===== config.mk =====
export PLATFORM = sky130hd
export DESIGN_NAME = bram_portb_arbiter
export DESIGN_NICKNAME = d
export VERILOG_FILES = /design/src/rtl/bram_arb_pkg.sv /design/src/rtl/arb_rd_tracker.sv /design/src/rtl/bram_portb_arbiter.sv
export SDC_FILE = /design/constraint.sdc
export NUM_CORES = 1
export LEC_CHECK = 0
export CAP_MARGIN = 20
export CORE_UTILIZATION = 31
export CTS_CLUSTER_SIZE = 16
export DETAILED_ROUTE_END_ITERATION = 10
export PLACE_DENSITY = 0.86
export SYNTH_ARGS = -nofsm -noshare
export SYNTH_HDL_FRONTEND = slang
export SYNTH_SLANG_ARGS = --single-unit

===== constraint.sdc =====
create_clock -name clk -period 7.36 [get_ports clk]
set_input_delay 2.208 -clock clk [delete_from_list [all_inputs] [get_ports clk]]
set_output_delay 2.208 -clock clk [all_outputs]
set_load 0.02 [all_outputs]

===== src/rtl/bram_arb_pkg.sv =====
// Shared types for the BRAM port-B arbiter: FSM state encoding and read-owner encoding.
package bram_arb_pkg;

    typedef enum logic [1:0] {
        ST_ARB   = 2'd0,
        ST_FORCE = 2'd1,
        ST_LOCK  = 2'd2
    } arb_state_e;

    typedef enum logic {
        OWN_VGA = 1'b0,
        OWN_AUX = 1'b1
    } owner_e;

endpackage


===== src/rtl/arb_rd_tracker.sv =====
// Read-return tracker: a RD_LATENCY-deep pipeline of {valid, owner} that lines up
// each granted read with the cycle its data appears on the BRAM q port.
module arb_rd_tracker #(
    parameter int RD_LATENCY = 1
) (
    input  logic clk,
    input  logic rst,
    input  logic in_valid,
    input  logic in_owner,
    output logic out_valid,
    output logic out_owner
);

    logic [RD_LATENCY-1:0] valid_sr;
    logic [RD_LATENCY-1:0] owner_sr;

    // Clearing valid on reset discards every in-flight read.
    always_ff @(posedge clk or posedge rst) begin
        if (rst) begin
            valid_sr <= '0;
            owner_sr <= '0;
        end else begin
            valid_sr[0] <= in_valid;
            owner_sr[0] <= in_owner;
            for (int i = 1; i < RD_LATENCY; i++) begin
                valid_sr[i] <= valid_sr[i-1];
                owner_sr[i] <= owner_sr[i-1];
            end
        end
    end

    assign out_valid = valid_sr[RD_LATENCY-1];
    assign out_owner = owner_sr[RD_LATENCY-1];

endmodule


===== src/rtl/bram_portb_arbiter.sv =====
// Shares BRAM port B between the VGA scanout reader (priority) and an aux master,
// with a starvation guard that forces one aux grant and a bounded aux lock for RMW.
module bram_portb_arbiter
    import bram_arb_pkg::*;
#(
    parameter int ADDR_W       = 16,
    parameter int DATA_W       = 16,
    parameter int RD_LATENCY   = 1,
    parameter int STARVE_LIMIT = 8,
    parameter int LOCK_MAX     = 4
) (
    input  logic              clk,
    input  logic              rst,
    input  logic              vga_req,
    input  logic [ADDR_W-1:0] vga_addr,
    output logic              vga_gnt,
    output logic              vga_rvalid,
    output logic [DATA_W-1:0] vga_rdata,
    input  logic              aux_req,
    input  logic              aux_we,
    input  logic              aux_lock,
    input  logic [ADDR_W-1:0] aux_addr,
    input  logic [DATA_W-1:0] aux_wdata,
    output logic              aux_gnt,
    output logic              aux_rvalid,
    output logic [DATA_W-1:0] aux_rdata,
    output logic [ADDR_W-1:0] mem_addr,
    output logic [DATA_W-1:0] mem_wdata,
    output logic              mem_we,
    input  logic [DATA_W-1:0] mem_q,
    output logic              aux_forced
);

    localparam int SC_W = $clog2(STARVE_LIMIT + 1);
    localparam int LC_W = $clog2(LOCK_MAX + 1);
    localparam logic [SC_W-1:0] STARVE_LAST = SC_W'(STARVE_LIMIT - 1);
    localparam logic [SC_W-1:0] STARVE_SAT  = SC_W'(STARVE_LIMIT);
    localparam logic [LC_W-1:0] LOCK_LAST   = LC_W'(LOCK_MAX - 1);
    // With LOCK_MAX=1 the entry grant already uses the whole lock budget.
    localparam bit LOCK_ALLOWED = (LOCK_MAX > 1);

    arb_state_e      state, state_nxt;
    logic [SC_W-1:0] starve_cnt, starve_nxt;
    logic [LC_W-1:0] lock_cnt, lock_nxt;
    logic            forced_q;
    logic            trk_valid, trk_owner;

    // NOTE: every output of this block gets a default first, so no path can infer a latch.
    always_comb begin
        vga_gnt   = 1'b0;
        aux_gnt   = 1'b0;
        state_nxt = state;
        lock_nxt  = lock_cnt;
        if (!rst) begin
            unique case (state)
                ST_ARB: begin
                    if (vga_req)      vga_gnt = 1'b1;
                    else if (aux_req) aux_gnt = 1'b1;
                    if (aux_gnt && aux_lock && LOCK_ALLOWED) begin
                        state_nxt = ST_LOCK;
                        lock_nxt  = LC_W'(1);
                    end else if (aux_req && !aux_gnt && starve_cnt == STARVE_LAST) begin
                        state_nxt = ST_FORCE;
                    end
                end
                ST_FORCE: begin
                    aux_gnt = aux_req;
                    if (aux_gnt && aux_lock && LOCK_ALLOWED) begin
                        state_nxt = ST_LOCK;
                        lock_nxt  = LC_W'(1);
                    end else begin
                        state_nxt = ST_ARB;
                    end
                end
                ST_LOCK: begin
                    aux_gnt = aux_req;
                    if (!aux_req || !aux_lock || lock_cnt >= LOCK_LAST) begin
                        state_nxt = ST_ARB;
                        lock_nxt  = '0;
                    end else begin
                        lock_nxt = lock_cnt + LC_W'(1);
                    end
                end
                default: begin
                    state_nxt = ST_ARB;
                    lock_nxt  = '0;
                end
            endcase
        end
    end

    always_comb begin
        starve_nxt = '0;
        if (aux_req && !aux_gnt)
            starve_nxt = (starve_cnt == STARVE_SAT) ? starve_cnt : starve_cnt + SC_W'(1);
    end

    // NOTE: state registers use non-blocking assignments so every flop samples pre-edge values.
    always_ff @(posedge clk or posedge rst) begin
        if (rst) begin
            state      <= ST_ARB;
            starve_cnt <= '0;
            lock_cnt   <= '0;
            forced_q   <= 1'b0;
        end else begin
            state      <= state_nxt;
            starve_cnt <= starve_nxt;
            lock_cnt   <= lock_nxt;
            forced_q   <= (state_nxt == ST_FORCE);
        end
    end

    assign aux_forced = forced_q;

    always_comb begin
        mem_addr  = '0;
        mem_wdata = '0;
        mem_we    = 1'b0;
        if (vga_gnt) begin
            mem_addr = vga_addr;
        end else if (aux_gnt) begin
            mem_addr  = aux_addr;
            mem_wdata = aux_wdata;
            mem_we    = aux_we;
        end
    end

    arb_rd_tracker #(
        .RD_LATENCY(RD_LATENCY)
    ) u_rd_tracker (
        .clk      (clk),
        .rst      (rst),
        .in_valid (vga_gnt | (aux_gnt & ~aux_we)),
        .in_owner (aux_gnt ? OWN_AUX : OWN_VGA),
        .out_valid(trk_valid),
        .out_owner(trk_owner)
    );

    assign vga_rvalid = trk_valid && (trk_owner == OWN_VGA);
    assign aux_rvalid = trk_valid && (trk_owner == OWN_AUX);
    assign vga_rdata  = vga_rvalid ? mem_q : '0;
    assign aux_rdata  = aux_rvalid ? mem_q : '0;

endmodule


==> results by group <==
STA
  – Slew HR: 48.2%
  – Worst-margin pin slew: 0.775 ns
  – Final Hold Vio Count: 0
  – Worst hold margin: 0.575 ns
  – RSZ-0062 raised after global routing: false
  – Crit path time final: 6.61 ns
  – Final setup fails: 0
  – Final slew viol count: 0
  – Setup Total Neg Slack: 0 ns
  – Worst Skew: 0.000408 ns
  – Fin crit share: 89.8%
  – Maximum clock frequency: 151 MHz

Detailed routing
  – Total Routed Length: 5240 um
  – Drt first pass iters: 4
  – Vias: 1,820
  – Post-DRT Antenna Nets: 0
  – Wire per inst: 14.1 um
  – Via/cell ratio: 4.91
  – DRT iter0 DRCs: 42
  – # DRC: 0

Critical path
  – Critical-path top delay cell: clkdlybuf4s50_1
  – Cell family with most CP delay: buffers and inverters
  – CP Launch Type: input pin
  – Critical path type: in2out
  – CP peak stage delay: 0.60 ns
  – CP Launch Point: rst
  – Critical path cell sequence: clkdlybuf4s50_1 > inv_1 > nand3_2 > inv_4 > nor2_4 > and2_1 > clkdlybuf4s50_1
  – Most Frequent Cell on Critical Path: clkdlybuf4s50_1
  – Arrival time worst endpoint: 4.40 ns
  – Critical path endpoint category: output pin
  – WP data required: 5.15 ns
  – R2r startpoint: state[1]
  – WP buf/inv: 4
  – Critical Path Fanout Max: 19

Global routing
  – Initial antenna violation count: 0
  – First-pass GRT wire length: 7550 um
  – Grt total ovfl: 0
  – Vias in the first global route: 1,675
  – Total track usage: 21.2%
  – Pin count of the biggest net entering global routing: 20

Power and ir drop
  – Pint: 0.269 mW
  – Clock Power Share: 15.6%
  – Gate power share: 63.5%
  – Sw frac: 41.5%
  – P_leak: 1.21 nW
  – NetSw: 0.191 mW
  – Total power: 0.459 mW
  – Sequential power share: 20.9%
  – Pwr dens: 163 nW/um^2
  – Worst VDD drop: 0.0920 mV

CTS
  – Clock latency on the worst-skew pair: 0.24 ns
  – CTS H-Tree Depth: 1
  – Cts repair resizes: 0
  – CTS tree: yes
  – Inserted Clock Buffers: 3
  – Clock buffer depth: 2
  – Postcts setup bufs: 0
  – CTS clk-pin slew, worst paths: 0.05 ns
  – Hold_buf cts: 0
  – Sink Count: 12
  – Clock tree root driver cell: clkbuf_8

Yosys
  – Sequential share of the synthesized area: 22.4%
  – Yosys warns: 0
  – Most used DFF post-synth: dfrtp_1
  – Synthesized Nets: 263
  – Synth async-reset ratio: 100%
  – Flops & latches, synth: 12
  – Mapped cell area: 1340 um^2
  – Number of synthesized flops with an enable pin: 0
  – Syn avg cell area: 7.30 um^2
  – Netlist cell types: 38
  – Gate Count Post-Synth: 184

Floorplanning
  – Placement Rows: 23
  – Chip height: 67.8 um
  – I/O Pins: 140
  – DIE WIDTH: 67.8 um
  – Initial Utilization: 32.9%
  – Die area: 4600 um^2
  – Core area: 4090 um^2

Placed design
  – Dpl hpwl: 4270 um
  – Input/output buffers: 139
  – Final Wtd Congestion: 0.794

Layout
  – Antenna diodes: 0
  – # nets final: 401
  – Share of layout cells above drive strength 1: 4.67%
  – Syn-to-layout area delta: 110%
  – Layout Utilization: 68.9%
  – Leading cell types in the layout, fill and taps excluded: clkdlybuf4s50_1, nand2_1, and2_1
  – Most common cell after layout, fill and taps aside: clkdlybuf4s50_1

Hold path
  – HP Class: reg2reg
  – HP Start: lock_cnt[0]

Status
  – Status: finished clean

Job
  – Max cap viols: 0
registers in the layout, summed over array words and instances (netlist names):
register and flops:
u_rd_tracker.out_owner 1, lock_cnt 3, aux_forced 1, starve_cnt 4, state 2, u_rd_tracker.out_valid 1
metrics by stage:
| stage | worst slack [ns] | cells | instance area [um^2] |
|---|---|---|---|
| 6_report | 0.748 | 371 | 2820 |
| 5_1_grt | 0.523 | 371 | 2820 |
| 4_1_cts | 0.715 | 371 | 2820 |
| 2_1_floorplan | 1.69 | 184 | 1340 |
| 3_5_place_dp | 0.729 | 367 | 2760 |
| 3_3_place_gp | 0.771 | 367 | 2760 |
final timing paths:
path                                  to  slack (ns)  depth (start not counted)
max                         mem_wdata[0]        0.75                          7
min in group asynchronous    lock_cnt[1]        2.48                          3
min reg2reg                  lock_cnt[0]        0.57                          1
max reg2reg                starve_cnt[1]        5.25                          7
max in group asynchronous  starve_cnt[1]        4.72                          3
min                          lock_cnt[0]        0.57                          1
logic make-up after synthesis:
logic type / share of synthesized area [%]
DFF: 22.4
xor gates and xnor gates: 1.30
adders and majority gates: 8.39
buffers and inverters: 6.52
muxes: 0.839
AOI/OAI and AO/OA: 16.6
and+or+nand+nor: 44.0
worst reg2reg max path, cell delays in order (launching register included):
cell      delay (ns)
dfrtp_1         0.46
inv_1           0.13
ha_1            0.28
nor2b_2         0.20
o211ai_2        0.40
buf_4           0.26
nand2_1         0.13
a21oi_1         0.18
cells in the mapped netlist, types with 2 or more instances:
library cell	number	area, um^2
buf_2	2	10.0
clkbuf_1	3	11.3
ha_1	9	113
o21ai_0	20	100
nor2_1	6	22.5
dfrtp_1	12	300
a21oi_1	5	25.0
nand3b_1	2	15.0
inv_1	8	30.0
buf_6	2	22.5
and3_1	16	100
nor2b_1	2	12.5
and4b_1	2	20.0
nand2_1	38	143
and2_1	34	213
power groups by stage:
stage / Clock [mW] / Combinational, mW / Sequential, mW
2_1_floorplan: 0 / 0.161 / 0.0888
3_3_place_gp: 0 / 0.286 / 0.0963
3_5_place_dp: 0 / 0.293 / 0.0963
4_1_cts: 0.0731 / 0.294 / 0.0957
5_1_grt: 0.0765 / 0.317 / 0.0980
6_report: 0.0717 / 0.292 / 0.0962
per-layer routing:
layer,share of wire [%],global-route usage (%)
met2,51,41.0
met4,1.7,4.69
met5,0,0
met3,11,5.33
met1,36,22.8
area by class of cell:
type | count | area [um^2]
Clock buffer | 4 | 55.1
Fill cell | 348 | 1270
Inverter | 9 | 36.3
Multi-Input combinational cell | 155 | 955
Sequential cell | 12 | 300
Tap cell | 50 | 62.6
Timing Repair Buffer | 141 | 1410
Power figures use the tool's default switching activity.
